$ cat src/rtl/vape_mem_arbiter_if.sv
// Memory-port handshake bundle between CPU/DMA requesters and the arbiter.
// master: requester side (req/addr/wr out, grants and memory strobes in).
// slave:  arbiter side (req/addr/wr in, grants and memory strobes out).
interface vape_mem_arbiter_if;
  logic        cpu_req;
  logic [15:0] cpu_addr;
  logic        cpu_wr;
  logic        dma_req;
  logic [15:0] dma_addr;
  logic        dma_wr;
  logic        cpu_gnt;
  logic        dma_gnt;
  logic        dma_blocked;
  logic        mem_en;
  logic        mem_wr;
  logic [15:0] mem_addr;

  modport master (
    output cpu_req, cpu_addr, cpu_wr,
    output dma_req, dma_addr, dma_wr,
    input  cpu_gnt, dma_gnt, dma_blocked,
    input  mem_en, mem_wr, mem_addr
  );

  modport slave (
    input  cpu_req, cpu_addr, cpu_wr,
    input  dma_req, dma_addr, dma_wr,
    output cpu_gnt, dma_gnt, dma_blocked,
    output mem_en, mem_wr, mem_addr
  );
endinterface

$ cat src/rtl/vape_mem_arbiter.sv
// CPU/DMA arbiter for the single-port data memory, one beat per cycle.
// CPU has priority; DMA gets bounded bursts and a starvation handover.
// Ports: clk, rst (async, active-high), exec, OR_min, OR_max,
//        bus (vape_mem_arbiter_if.slave: requests in, grants/mem out).
// Optional: VAPE_DMA_OR_GUARD_EN stalls DMA writes into [OR_min,OR_max]
// while exec is set; undefined ties dma_blocked low.
module vape_mem_arbiter #(
  parameter int DMA_BURST_MAX  = 4,
  parameter int CPU_STARVE_MAX = 8
) (
  input  logic                  clk,
  input  logic                  rst,
  input  logic                  exec,
  input  logic [15:0]           OR_min,
  input  logic [15:0]           OR_max,
  vape_mem_arbiter_if.slave     bus
);
  localparam int BW = $clog2(DMA_BURST_MAX + 1);
  localparam int WW = $clog2(CPU_STARVE_MAX + 1);
  localparam logic [BW-1:0] BURST_LAST = BW'(DMA_BURST_MAX - 1);
  localparam logic [BW-1:0] BURST_TOP  = BW'(DMA_BURST_MAX);
  localparam logic [WW-1:0] WAIT_LAST  = WW'(CPU_STARVE_MAX - 1);
  localparam logic [WW-1:0] WAIT_TOP   = WW'(CPU_STARVE_MAX);

  typedef enum logic [1:0] {
    OWN_NONE,
    OWN_CPU,
    OWN_DMA
  } owner_t;

  owner_t        owner;
  owner_t        owner_nxt;
  logic [BW-1:0] burst_cnt;
  logic [BW-1:0] burst_nxt;
  logic [WW-1:0] wait_cnt;
  logic [WW-1:0] wait_nxt;
  logic          blocked;
  logic          dma_eff;
  logic          cpu_gnt;
  logic          dma_gnt;

`ifdef VAPE_DMA_OR_GUARD_EN
  assign blocked = bus.dma_req & bus.dma_wr & exec
                 & (bus.dma_addr >= OR_min)
                 & (bus.dma_addr <= OR_max);
`else
  logic unused_guard;
  assign blocked      = 1'b0;
  assign unused_guard = ^{exec, OR_min, OR_max};
`endif

  assign dma_eff = bus.dma_req & ~blocked;
  assign cpu_gnt = bus.cpu_req & (owner == OWN_CPU);
  assign dma_gnt = dma_eff & (owner == OWN_DMA);

  assign bus.cpu_gnt     = cpu_gnt;
  assign bus.dma_gnt     = dma_gnt;
  assign bus.dma_blocked = blocked;
  assign bus.mem_en      = cpu_gnt | dma_gnt;
  assign bus.mem_wr      = cpu_gnt ? bus.cpu_wr
                                   : (dma_gnt & bus.dma_wr);
  assign bus.mem_addr    = (owner == OWN_DMA) ? bus.dma_addr :
                           (owner == OWN_CPU) ? bus.cpu_addr :
                                                16'h0000;

  always_ff @(posedge clk or posedge rst) begin
    if (rst) begin
      owner     <= OWN_NONE;
      burst_cnt <= '0;
      wait_cnt  <= '0;
    end else begin
      owner     <= owner_nxt;
      burst_cnt <= burst_nxt;
      wait_cnt  <= wait_nxt;
    end
  end

  always_comb begin
    owner_nxt = owner;
    burst_nxt = burst_cnt;
    wait_nxt  = wait_cnt;

    unique case (owner)
      OWN_NONE: begin
        if (bus.cpu_req)  owner_nxt = OWN_CPU;
        else if (dma_eff) owner_nxt = OWN_DMA;
        else              owner_nxt = OWN_NONE;
      end
      OWN_CPU: begin
        if (dma_eff && wait_cnt == WAIT_LAST)
          owner_nxt = OWN_DMA;
        else if (!bus.cpu_req)
          owner_nxt = dma_eff ? OWN_DMA : OWN_NONE;
      end
      OWN_DMA: begin
        if (dma_gnt && burst_cnt >= BURST_LAST && bus.cpu_req)
          owner_nxt = OWN_CPU;
        else if (!dma_eff)
          owner_nxt = bus.cpu_req ? OWN_CPU : OWN_NONE;
      end
      default: owner_nxt = OWN_NONE;
    endcase

    if (dma_gnt && burst_cnt != BURST_TOP)
      burst_nxt = burst_cnt + 1'b1;
    if (owner_nxt == OWN_DMA && owner != OWN_DMA)
      burst_nxt = '0;

    // The cycle a request is first seen from idle is arbitration, not
    // waiting, so only cycles spent behind the CPU count; this gives the
    // CPU_STARVE_MAX+1 worst-case wait.
    if (!dma_eff || dma_gnt)
      wait_nxt = '0;
    else if (owner == OWN_CPU && wait_cnt != WAIT_TOP)
      wait_nxt = wait_cnt + 1'b1;
  end
endmodule

$ cat src/flat_wrapper.sv
// flat-port wrapper written by rule: the top's interface ports become plain ports
module vape_mem_arbiter_flat 
#(
  parameter int DMA_BURST_MAX  = 4,
  parameter int CPU_STARVE_MAX = 8
)
  (clk, rst, exec, OR_min, OR_max, bus_cpu_req, bus_cpu_addr, bus_cpu_wr, bus_dma_req, bus_dma_addr, bus_dma_wr, bus_cpu_gnt, bus_dma_gnt, bus_dma_blocked, bus_mem_en, bus_mem_wr, bus_mem_addr);
  vape_mem_arbiter_if bus_i ();
  input  logic clk;
  input  logic rst;
  input  logic exec;
  input  logic [15:0] OR_min;
  input  logic [15:0] OR_max;
  input wire logic [$bits(bus_i.cpu_req)-1:0] bus_cpu_req;
  input wire logic [$bits(bus_i.cpu_addr)-1:0] bus_cpu_addr;
  input wire logic [$bits(bus_i.cpu_wr)-1:0] bus_cpu_wr;
  input wire logic [$bits(bus_i.dma_req)-1:0] bus_dma_req;
  input wire logic [$bits(bus_i.dma_addr)-1:0] bus_dma_addr;
  input wire logic [$bits(bus_i.dma_wr)-1:0] bus_dma_wr;
  output wire logic [$bits(bus_i.cpu_gnt)-1:0] bus_cpu_gnt;
  output wire logic [$bits(bus_i.dma_gnt)-1:0] bus_dma_gnt;
  output wire logic [$bits(bus_i.dma_blocked)-1:0] bus_dma_blocked;
  output wire logic [$bits(bus_i.mem_en)-1:0] bus_mem_en;
  output wire logic [$bits(bus_i.mem_wr)-1:0] bus_mem_wr;
  output wire logic [$bits(bus_i.mem_addr)-1:0] bus_mem_addr;
  assign bus_i.cpu_req = bus_cpu_req;
  assign bus_i.cpu_addr = bus_cpu_addr;
  assign bus_i.cpu_wr = bus_cpu_wr;
  assign bus_i.dma_req = bus_dma_req;
  assign bus_i.dma_addr = bus_dma_addr;
  assign bus_i.dma_wr = bus_dma_wr;
  assign bus_cpu_gnt = bus_i.cpu_gnt;
  assign bus_dma_gnt = bus_i.dma_gnt;
  assign bus_dma_blocked = bus_i.dma_blocked;
  assign bus_mem_en = bus_i.mem_en;
  assign bus_mem_wr = bus_i.mem_wr;
  assign bus_mem_addr = bus_i.mem_addr;
  vape_mem_arbiter #(.DMA_BURST_MAX(DMA_BURST_MAX), .CPU_STARVE_MAX(CPU_STARVE_MAX)) u_core (.clk(clk), .rst(rst), .exec(exec), .OR_min(OR_min), .OR_max(OR_max), .bus(bus_i));
endmodule
$ cat config.mk
export PLATFORM = sky130hd
export DESIGN_NAME = vape_mem_arbiter_flat
export DESIGN_NICKNAME = d
export VERILOG_FILES = /design/src/rtl/vape_mem_arbiter_if.sv /design/src/rtl/vape_mem_arbiter.sv /design/src/flat_wrapper.sv
export SDC_FILE = /design/constraint.sdc
export NUM_CORES = 1
export LEC_CHECK = 0
export ABC_CLOCK_PERIOD_IN_PS = 1900
export CAP_MARGIN = 10
export CELL_PAD_IN_SITES_DETAIL_PLACEMENT = 0
export CELL_PAD_IN_SITES_GLOBAL_PLACEMENT = 1
export CORE_ASPECT_RATIO = 1.5
export CORE_MARGIN = 3
export CORE_UTILIZATION = 18
export DETAILED_ROUTE_END_ITERATION = 16
export PLACE_DENSITY_LB_ADDON = 0.1
export SLEW_MARGIN = 20
export SYNTH_ARGS = -nofsm -noshare
export SYNTH_HDL_FRONTEND = slang
export SYNTH_SLANG_ARGS = --single-unit
$ cat constraint.sdc
create_clock -name clk -period 1.9 [get_ports clk]
set_input_delay 0.38 -clock clk [delete_from_list [all_inputs] [get_ports clk]]
set_output_delay 0.38 -clock clk [all_outputs]
set_load 0.01 [all_outputs]
* After elaboration in Yosys (flattened, before gate mapping)
Cells that the tools add are included.
** Cells by class
- $lt $le $gt $ge :: 1
- Multiplexer cells :: 15
- Reduce and logical (&&, ||, !) cells :: 11
- Equal/unequal tests :: 7
- Bitwise logic cells :: 4
- $add $sub $neg :: 2
** Operators by type and width (number)
- $mux 16 :: 2
- $mux 2 :: 6
- $mux 4 :: 2
- $logic_and 1x1->1 :: 6
- $mux 3 :: 2
- $pmux 2 s3 :: 1
- $add 4x1->4 const B :: 1
- $eq 2x2->1 const B :: 2
- $eq 4x3->1 const B :: 1
- $ne 4x4->1 const B :: 1
- $reduce_bool 2->1 :: 2
- $add 3x1->3 const B :: 1
- $and 1x1->1 :: 3
- $ge 3x2->1 const B :: 1
- $ne 3x3->1 const B :: 1
- $eq 2x1->1 const B :: 1
- $logic_not 2->1 :: 1
- $mux 1 :: 2
- $ne 2x2->1 const B :: 1
- $logic_not 1->1 :: 1
- $logic_or 1x1->1 :: 1
- $or 1x1->1 :: 1
** Word-level totals
- Output and inout bits :: 21
- Bits in registers :: 9
- Logic and storage cells :: 43
- Input bits :: 71

* Logic depth before layout (Yosys ltp)
Gate-level depths: netlist of the first run.
- Depth in word-level cells :: 9
- Depth in mapped cells :: 5
- Gate-level depth less buffers :: 5

* Worst setup path after synthesis of the first run
No wires, ideal clock.
- Path kind :: register to output
- Start :: register u_core.owner[1]
- End :: output bus_mem_addr[10]
- Stages on the path, launching flop included :: 5
- Path buffers :: 2
- Required time :: 1.520 ns
- Data arrival time :: 1.113 ns
- Path slack :: 0.407 ns
- Cell sequence :: dfrtp_1 > nor2b_1 > buf_4 > buf_4 > a22o_2
** On the way
- Longest elaborated chain between the ends :: 3
- Elaborated cells between the ends (all ways) :: 4
- Those cells by class :: 2 x eq/ne; 2 x mux
** Ends and longest elaborated chain
- start: declaration :: RTL line vape_mem_arbiter.sv:31 : owner_t owner;
- start signal: assignment :: RTL line vape_mem_arbiter.sv:72 : owner <= owner_nxt;
- $eq 2x1->1 :: RTL line vape_mem_arbiter.sv:63 : (owner == OWN_CPU) ? bus.cpu_addr :
- $mux 16 :: RTL line vape_mem_arbiter.sv:63
- $mux 16 * :: RTL line vape_mem_arbiter.sv:62 : assign bus.mem_addr = (owner == OWN_DMA) ? bus.dma_addr :
- end: declaration :: RTL line flat_wrapper.sv:25 : output wire logic [$bits(bus_i.mem_addr)-1:0] bus_mem_addr;
Mark *: on every way between the ends. The rest lies on a longest branch, timed or not.

* Worst setup path after layout of the first run
- Start :: register u_core.owner[1]
- End :: output bus_mem_wr
** On the way
- Longest elaborated chain between the ends :: 4
- Elaborated cells between the ends (all ways) :: 6
- Those cells by class :: 2 x eq/ne; 1 x mux; 3 x bitwise
** Ends and longest elaborated chain
- $eq 2x2->1 :: RTL line vape_mem_arbiter.sv:54 : assign dma_gnt = dma_eff & (owner == OWN_DMA);
- $and 1x1->1 :: RTL line vape_mem_arbiter.sv:54
- $and 1x1->1 :: RTL line vape_mem_arbiter.sv:61 : : (dma_gnt & bus.dma_wr);
- $mux 1 * :: RTL line vape_mem_arbiter.sv:60 : assign bus.mem_wr = cpu_gnt ? bus.cpu_wr
- end: declaration :: RTL line flat_wrapper.sv:24 : output wire logic [$bits(bus_i.mem_wr)-1:0] bus_mem_wr;
Marked as above.

==> run summary, run 1 <==
Most frequent cells after synthesis = a22o_2 (12), a21oi_1 (9), dfrtp_1 (9), inv_1 (9), o21ai_0 (8)
Yosys top cell area share = 0.2731
Setup Crit Path Kind = reg2out
Initial antenna violation count = 0
Clk Latency, worst-skew pair = 230 ps
Critical path's largest stage delay = 410 ps
RSZ-0062 raised after global routing = false
Setup slack, reg-to-reg = 490 ps
Vias in the first global route = 928
Outcome = finished clean
Die area = 5445 µm²
Critical path startpoint category = register
CTS clock-pin slew for the worst setup and hold paths = 40 ps
PwrDens = 493.7 nW/µm²
Diode count = 0
CP cell instances = buf_4 -> nand3b_1 -> inv_2 -> a22o_1 -> clkdlybuf4s15_1
Syn nets = 166
Area Growth Syn to Fin = 92.41%
CTS root buf = clkbuf_8
Most frequent cell after synthesis = a22o_2
Routability cong. = 0.8258
Hold buffers post-CTS = 0
Reg power frac = 0.285
Filler cell count = 451
FF+latch area = 225.2 µm²
Gr ovfl total = 0
Fmax = 557.9 MHz
Async set or reset register ratio after synthesis = 1.000
Max-Cap Viols = 0
HP Class = in2async
Via count = 932
Share of post-route cells with drive strength above 1 = 0.2229
Iter 0 DRT Violations = 18
Die H = 88.89 µm
IO Pins = 92
Critical Path AT = 1410 ps
Int Pwr = 0.5713 mW
Final Hold Fails = 0
Combinational share of power = 0.447
Final-stage net count = 234
Max VDD drop = 0.0003234 V
Input/output buffers = 57
EDFF count, synth = 0
DR WL/cell = 13.88 µm
Critical path's slowest cell = dfrtp_1
First-pass GRT wire length = 4.340 mm
Worst path bufs/invs = 3
LEAKAGE = 0.8963 nW
Mapped Cells = 90
Setup crit end kind = output port
Largest net degree at the start of global routing = 18
Final wirelength = 2.818 mm
Synth Cell Area = 824.5 µm²
Sum of negative setup slack = 0 ps
Max Slew Vio Count = 0
Min Hold Slack = 416.7 ps
Psw = 0.2120 mW
Delay-heaviest family, CP = buffers and inverters
Number of library cell types mapped by synthesis = 29
Worst endpoint required time = 1520 ps
Worst-case reg-to-reg path depth = 5
Finished Core Util = 0.3674
Ys flop type = dfrtp_1
Die Wd = 61.26 µm
Detailed Place HPWL = 2.350 mm
Overall Global Routing Usage = 0.1062
Standard-cell rows = 29
Clk pwr share = 0.268
Number of buffers created by CTS = 3
Mean post-synth cell area = 9.162 µm²
Clock Tree Buf Depth = 2
Overall Power = 0.7832 mW
H-tree levels = 1
Final period utilization = 0.9434
Tmin final = 1793 ps
Crit path depth = 5
Max Clock Skew = 2.655 ps
Ranking of synthesized cells by area = dfrtp_1 (27%), a22o_2 (15%), ha_1 (7.6%)
DRC = 0
Starting Density = 0.1910
Switching share of power = 0.2706
CTS tree = done
CTS sink cnt = 9
Detail Route Antenna Nets = 0
Via density per instance = 4.591
Sequential area share after synthesis = 0.2731
Core area = 4318 µm²
Drt first pass iters = 3
Crit path max fanout = 3
Synth area leader = dfrtp_1
Multi-input gate area = 515.5 µm²
Ys Warns = 0
Final setup violation count = 0
Register bit total from synthesis = 9
==> stage by stage <==
stage	worst slack (ps)	instances	cell area (µm²)
after floorplan	406.8	90	824.5
after global placement	-325.0	197	1491
after detailed placement	-329.8	197	1491
after CTS	-167.9	203	1550
after global routing	34.74	203	1587
final	107.5	203	1587
==> kinds of logic after synthesis <==
| kind of cell | after synthesis | synth area share |
|---|---|---|
| DFF | 9 | 0.2731 |
| AOI/OAI and AO/OA | 37 | 0.3354 |
| muxes | 1 | 0.01366 |
| adders and majority gates | 5 | 0.07587 |
| and+or+nand+nor | 23 | 0.1912 |
| other | 1 | 0.004548 |
| buffers and inverters | 14 | 0.1062 |
==> worst paths after layout <==
kind / from / endpoint
min: rst / u_core.owner[0]$_DFF_PP0_
max reg2reg: u_core.burst_cnt[0]$_DFFE_PP0P_ / u_core.owner[0]$_DFF_PP0_
min reg2reg: u_core.burst_cnt[0]$_DFFE_PP0P_ / u_core.burst_cnt[0]$_DFFE_PP0P_
min in group clk: u_core.burst_cnt[0]$_DFFE_PP0P_ / u_core.burst_cnt[0]$_DFFE_PP0P_
max in group asynchronous: rst / u_core.wait_cnt[3]$_DFFE_PP0P_
max: u_core.owner[1]$_DFF_PP0_ / bus_mem_wr
==> layout by cell type (no fill, tap or decap), types with 3 or more instances in the layout <==
cell type / n
dfrtp_1: 9
dlymetal6s2s_1: 16
a21oi_1: 9
ha_1: 5
nand3_1: 4
a22o_2: 12
o21ai_0: 8
nand2b_1: 3
a22o_1: 5
buf_4: 9
inv_1: 8
dlygate4sd2_1: 3
clkbuf_8: 3
clkdlybuf4s50_1: 36
==> metal layers <==
layer / wire length, µm / part of all wire / vias up / GRT usage
li1: - / - / 465 / -
met1: 927 / 0.33 / 432 / 0.1061
met2: 1625 / 0.58 / 33 / 0.2148
met3: 251 / 0.089 / 2 / 0.01445
met4: 13 / 0.0046 / 0 / 0.02959
met5: 0 / 0 / - / 0
==> registers in the layout, indices dropped and copies added, names as in the netlist <==
signal,flops
u_core.burst_cnt,3
u_core.owner,2
u_core.wait_cnt,4
==> worst register-to-register path, cell delays in order (launching register included) <==
cell and delay, ps:
dfrtp_1 410, ha_1 210, ha_1 180, a211o_1 290
o21ai_0 150, a21oi_1 60
==> timing repair <==
item / in CTS / in global routing
setup endpoints to repair: 20 / 18
buffers inserted: 2 / 0
pin swaps: 1 / 0
gates resized for setup: 9 / 19
==> cell type report <==
| class | instances | share of cell area |
|---|---|---|
| inverters | 9 | 0.02129 |
| multi-input cells | 67 | 0.3249 |
| flip-flops and latches | 9 | 0.1420 |
| clock buffers | 4 | 0.02839 |
| repair buffers | 68 | 0.4472 |
| well taps | 46 | 0.03628 |
==> power groups by stage <==
stage / Clock (mW) / Sequential [mW] / Combinational [mW]
detailed placement: 0 / 0.226 / 0.366
global route: 0.232 / 0.226 / 0.383
CTS: 0.219 / 0.223 / 0.368
finish: 0.210 / 0.223 / 0.350
floorplan: 0 / 0.224 / 0.163
global placement: 0 / 0.225 / 0.363
Note: power is estimated with default switching activity, not from simulation.
==> inputs of run 2 (changes only) <==
Settings changed: CORE_UTILIZATION 18 to 39, DONT_BUFFER_PORTS from default to 1, RECOVER_POWER from default to 25.
==> run summary, run 2 (same netlist as run 1, synthesis figures left out) <==
Outcome = finished clean (unchanged)
Commonest non-fill, non-tap cell in the layout = a22o_2 (was clkdlybuf4s50_1)
Clock Tree Buf Depth = 2 (unchanged)
Diode count = 0 (unchanged)
Dpl ws = 368.6 ps (was -329.8 ps)
Initial antenna violation count = 0 (unchanged)
CTS tree = done (unchanged)
PwrDens = 633.3 nW/µm² (was 493.7 nW/µm²)
Die Wd = 43.54 µm (was 61.26 µm)
Clk Latency, worst-skew pair = 250 ps (was 230 ps)
Crit path max fanout = 9 (was 3)
Final setup violation count = 0 (unchanged)
Min Hold Slack = 262.3 ps (was 416.7 ps)
Detailed Place HPWL = 1.519 mm (was 2.350 mm)
Number of buffers created by CTS = 3 (unchanged)
Overall Global Routing Usage = 0.1361 (was 0.1062)
Leading cell types in the layout, fill and taps excluded = a22o_2 (12), inv_1 (9), a21oi_1 (9), dfrtp_1 (9), o21ai_0 (8) (was clkdlybuf4s50_1 (36), dlymetal6s2s_1 (16), a22o_2 (12))
Worst endpoint required time = 1520 ps (about the same)
Non-Filler Instances = 114 (was 203)
Vias in the first global route = 688 (was 928)
Final wirelength = 1.833 mm (was 2.818 mm)
Max-Cap Viols = 0 (unchanged)
Setup ws final = 81.21 ps (was 107.5 ps)
HP Class = in2reg (was in2async)
Iter 0 DRT Violations = 29 (was 18)
Overall Power = 0.5420 mW (was 0.7832 mW)
Psw = 0.1798 mW (was 0.2120 mW)
Die H = 62.32 µm (was 88.89 µm)
RSZ-0062 raised after global routing = false (unchanged)
Critical path startpoint category = register (unchanged)
Switching share of power = 0.3318 (was 0.2706)
Input/output buffers = 0 (was 57)
Sum of negative setup slack = 0 ps (unchanged)
Routability cong. = 0.7081 (was 0.8258)
Area Growth Syn to Fin = 3.794% (was 92.41%)
Final Hold Fails = 0 (unchanged)
Int Pwr = 0.3621 mW (was 0.5713 mW)
DR WL/cell = 16.08 µm (was 13.88 µm)
Clk pwr share = 0.269 (was 0.268)
CTS sink cnt = 9 (unchanged)
Detail Route Antenna Nets = 0 (unchanged)
Max VDD drop = 0.0003874 V (was 0.0003234 V)
Drt first pass iters = 2 (was 3)
Max Slew Vio Count = 0 (unchanged)
Via count = 719 (was 932)
Combinational share of power = 0.314 (was 0.447)
Gr ovfl total = 0 (unchanged)
Final-stage net count = 170 (was 234)
First-pass GRT wire length = 2.932 mm (was 4.340 mm)
Starting Density = 0.4282 (was 0.1910)
Setup Crit Path Kind = reg2out (unchanged)
DRC = 0 (unchanged)
Fmax = 549.8 MHz (was 557.9 MHz)
Reg power frac = 0.417 (was 0.285)
Placed Instances = 109 (was 197)
Final period utilization = 0.9573 (was 0.9434)
Die area = 2713 µm² (was 5445 µm²)
LEAKAGE = 0.3848 nW (was 0.8963 nW)
Top flop regs = u_core.wait_cnt: 4 flops, u_core.burst_cnt: 3 flops, u_core.owner: 2 flops (unchanged)
CTS root buf = clkbuf_4 (was clkbuf_8)
H-tree levels = 1 (unchanged)
Max Clock Skew = 1.271 ps (was 2.655 ps)
Largest net degree at the start of global routing = 20 (was 18)
Largest register FFs = 4 (unchanged)
Critical Path AT = 1440 ps (was 1410 ps)
Share of post-route cells with drive strength above 1 = 0.2581 (was 0.2229)
Biggest register = u_core.wait_cnt (unchanged)
IO Pins = 92 (unchanged)
Standard-cell rows = 19 (was 29)
Core area = 1926 µm² (was 4318 µm²)
Setup crit end kind = output port (unchanged)
Tmin final = 1819 ps (was 1793 ps)
Via density per instance = 6.307 (was 4.591)
CTS clock-pin slew for the worst setup and hold paths = 60 ps (was 40 ps)
-- run 2: changes by cell type in the layout (fill, tap and decap cells not counted), sizes merged --
cell           change
dlymetal6s2s      -16
clkdlybuf4s50     -36
clkdlybuf4s15      -1
dlygate4sd3        +1
buf                -9
dlygate4sd2        -3
-- run 2: final cells by class --
| type | instances | area (µm²) |
|---|---|---|
| Fill cell | 181 | 1070 |
| Inverter | 9 | 33.78 |
| Timing Repair Buffer | 4 | 32.53 |
| Clock buffer | 4 | 26.28 |
| Sequential cell | 9 | 225.2 |
| Tap cell | 21 | 26.28 |
| Multi-Input combinational cell | 67 | 511.7 |
-- run 2: path summary, 6_finish.rpt --
path	slack, ps	start	depth (start not counted)	to
setup / recovery	80	u_core.owner[0]$_DFF_PP0_	3	bus_mem_en
hold / removal	260	bus_cpu_req	2	u_core.owner[0]$_DFF_PP0_
setup reg to reg	460	u_core.burst_cnt[0]$_DFFE_PP0P_	5	u_core.owner[0]$_DFF_PP0_
hold reg to reg	600	u_core.burst_cnt[0]$_DFFE_PP0P_	2	u_core.burst_cnt[0]$_DFFE_PP0P_
max in group asynchronous	1130	rst	2	u_core.burst_cnt[2]$_DFFE_PP0P_
min in group asynchronous	520	rst	2	u_core.wait_cnt[3]$_DFFE_PP0P_
-- run 2: power groups by stage --
stage	clock network, mW	logic (mW)	registers (mW)
final	0.146	0.170	0.226
after floorplan	0	0.163	0.224
after global routing	0.164	0.193	0.230
after detailed placement	0	0.171	0.230
after global placement	0	0.168	0.229
after CTS	0.148	0.173	0.226
-- run 2: what timing repair did --
action	CTS	global route
buffers inserted	0	0
resized for setup	0	0
hold buffers	1	0
endpoints found under the hold margin	9	0
-- run 2: per-layer routing --
metal | up-vias | share of wire | track usage | routed length (µm)
met1 | 333 | 0.38 | 0.1485 | 701
met3 | 2 | 0.12 | 0.04335 | 216
met5 | - | 0 | 0 | 0
li1 | 338 | - | - | -
met4 | 0 | 0.0044 | 0.04151 | 8
met2 | 46 | 0.49 | 0.2391 | 907
-- run 2: critical path: stages (launching register included) --
cell	delay [ps]
dfrtp_1	470
nor2b_4	160
and2_2	240
or2_2	320
-- run 2: per-stage QoR --
step	util	area (µm²)
global placement	0.4256	819.5
floorplan	-	824.5
detailed placement	0.4256	819.5
global route	0.4444	855.8
CTS	0.4444	855.8
finish	0.4444	855.8
==> inputs of run 3 (changes only) <==
Settings changed: MAX_ROUTING_LAYER from default to met4, SETUP_SLACK_MARGIN from default to 0.02.
==> run summary, run 3 (same netlist as run 1, synthesis figures left out) <==
DR WL/cell = 16.03 µm (was 16.08 µm)
Critical Path AT = 1410 ps (was 1440 ps)
R2r startpoint = u_core.burst_cnt[0]$_DFFE_PP0P_ (unchanged)
CP cell instances = nor2b_4 -> and2_2 -> or2_2 (unchanged)
Critical Path Start = u_core.owner[0]$_DFF_PP0_ (unchanged)
Standard-cell rows = 19 (unchanged)
Largest net degree at the start of global routing = 20 (unchanged)
Critical path startpoint category = register (unchanged)
PwrDens = 632.2 nW/µm² (was 633.3 nW/µm²)
Final period utilization = 0.9417 (was 0.9573)
Die Wd = 43.54 µm (unchanged)
Max-Cap Viols = 0 (unchanged)
Clock Tree Buf Depth = 2 (unchanged)
Max Slew Vio Count = 0 (unchanged)
Setup Crit Path Kind = reg2out (unchanged)
CTS tree = done (unchanged)
Critical path's slowest cell = dfrtp_2 (was dfrtp_1)
Outcome = finished clean (unchanged)
Area Growth Syn to Fin = 3.945% (was 3.794%)
Core area = 1926 µm² (unchanged)
Worst path bufs/invs = 0 (unchanged)
Starting Density = 0.4282 (unchanged)
Via density per instance = 6.377 (was 6.307)
Initial antenna violation count = 0 (unchanged)
Sum of negative setup slack = 0 ps (unchanged)
Top flop regs = u_core.wait_cnt: 4 flops, u_core.burst_cnt: 3 flops, u_core.owner: 2 flops (unchanged)
Placed Instances = 109 (unchanged)
Worst setup path end = bus_mem_en (unchanged)
First-pass GRT wire length = 2.932 mm (unchanged)
Die area = 2713 µm² (unchanged)
H-tree levels = 1 (unchanged)
Setup slack, reg-to-reg = 470 ps (was 460 ps)
Commonest non-fill, non-tap cell in the layout = a22o_2 (unchanged)
Detail Route Antenna Nets = 0 (unchanged)
Die H = 62.32 µm (unchanged)
RSZ-0062 raised after global routing = false (unchanged)
Overall Global Routing Usage = 0.1397 (was 0.1361)
Final Hold Fails = 0 (unchanged)
Number of buffers created by CTS = 3 (unchanged)
Fin area = 857.1 µm² (was 855.8 µm²)
Setup crit end kind = output port (unchanged)
Input/output buffers = 0 (unchanged)
Final setup violation count = 0 (unchanged)
Max Clock Skew = 1.340 ps (was 1.271 ps)
CTS sink cnt = 9 (unchanged)
HP Class = in2reg (unchanged)
Non-Filler Instances = 114 (unchanged)
Max VDD drop = 0.0003864 V (was 0.0003874 V)
Finished Core Util = 0.4451 (was 0.4444)
LEAKAGE = 0.3837 nW (was 0.3848 nW)
Gr ovfl total = 0 (unchanged)
Crit path depth = 3 (unchanged)
Leading cell types in the layout, fill and taps excluded = a22o_2 (12), inv_1 (9), a21oi_1 (9) (was a22o_2 (12), inv_1 (9), a21oi_1 (9), dfrtp_1 (9), o21ai_0 (8))
Biggest register = u_core.wait_cnt (unchanged)
Postcts setup bufs = 0 (unchanged)
Share of post-route cells with drive strength above 1 = 0.2688 (was 0.2581)
Delay-heaviest family, CP = simple AND/OR/NAND/NOR gates (unchanged)
CTS root buf = clkbuf_4 (unchanged)
Final-stage net count = 170 (unchanged)
DRC = 0 (unchanged)
IO Pins = 92 (unchanged)
Critical path's largest stage delay = 460 ps (was 470 ps)
Final wirelength = 1.827 mm (was 1.833 mm)
Setup ws final = 110.7 ps (was 81.21 ps)
Diode count = 0 (unchanged)
Vias in the first global route = 687 (was 688)
Drt first pass iters = 4 (was 2)
Routability cong. = 0.7161 (was 0.7081)
Crit path max fanout = 9 (unchanged)
Detailed Place HPWL = 1.519 mm (unchanged)
Tmin final = 1789 ps (was 1819 ps)
Fmax = 558.9 MHz (was 549.8 MHz)
CTS clock-pin slew for the worst setup and hold paths = 60 ps (about the same)
R2r endpoint = u_core.owner[0]$_DFF_PP0_ (unchanged)
Clk Latency, worst-skew pair = 260 ps (was 250 ps)
Largest register FFs = 4 (unchanged)
Via count = 727 (was 719)
Overall Power = 0.5418 mW (was 0.5420 mW)
Worst-case reg-to-reg path depth = 5 (unchanged)
Post-DP Area = 819.5 µm² (unchanged)
Dpl ws = 368.6 ps (unchanged)
Iter 0 DRT Violations = 28 (was 29)
Worst endpoint required time = 1520 ps (about the same)
Min Hold Slack = 260.3 ps (was 262.3 ps)
run 3: cell counts in the layout (fill, tap and decap cells not counted):
Identical to the previous run, type by type.
run 3: timing repair:
action	4_1_cts	5_1_grt
resized for setup	0	1
hold buffers	1	0
hold endpoints to repair	9	0
setup endpoints to repair	0	2
run 3: worst min-delay path by stage:
stage,start,to,slack [ps],cells after the start
finish,bus_cpu_req,u_core.owner[0]$_DFF_PP0_,260,2
global placement,rst,u_core.wait_cnt[3]$_DFFE_PP0P_,250,1
global route,bus_cpu_req,u_core.owner[0]$_DFF_PP0_,280,2
detailed placement,rst,u_core.owner[0]$_DFF_PP0_,250,1
floorplan,rst,u_core.burst_cnt[0]$_DFFE_PP0P_,210,1
CTS,bus_cpu_req,u_core.owner[0]$_DFF_PP0_,280,2
run 3: cell type report:
| type | count | area [µm²] |
|---|---|---|
| Tap cell | 21 | 26.28 |
| Timing Repair Buffer | 4 | 32.53 |
| Multi-Input combinational cell | 67 | 511.7 |
| Clock buffer | 4 | 26.28 |
| Fill cell | 182 | 1069 |
| Sequential cell | 9 | 226.5 |
| Inverter | 9 | 33.78 |
run 3: metal layers:
layer | routed length (µm) | global-route usage | vias to the layer above | share of wire
met5 | 0 | - | - | 0
met4 | 8 | 0.04151 | 0 | 0.0044
met3 | 224 | 0.04335 | 2 | 0.12
met2 | 908 | 0.2391 | 48 | 0.50
met1 | 686 | 0.1485 | 338 | 0.38
li1 | - | - | 339 | -
run 3: power breakdown:
part | switching, mW | internal [mW] | total (mW)
logic | 0.0939 | 0.0759 | 0.170
registers | 0.0205 | 0.206 | 0.226
clock network | 0.0649 | 0.0808 | 0.146
total | 0.179 | 0.363 | 0.542
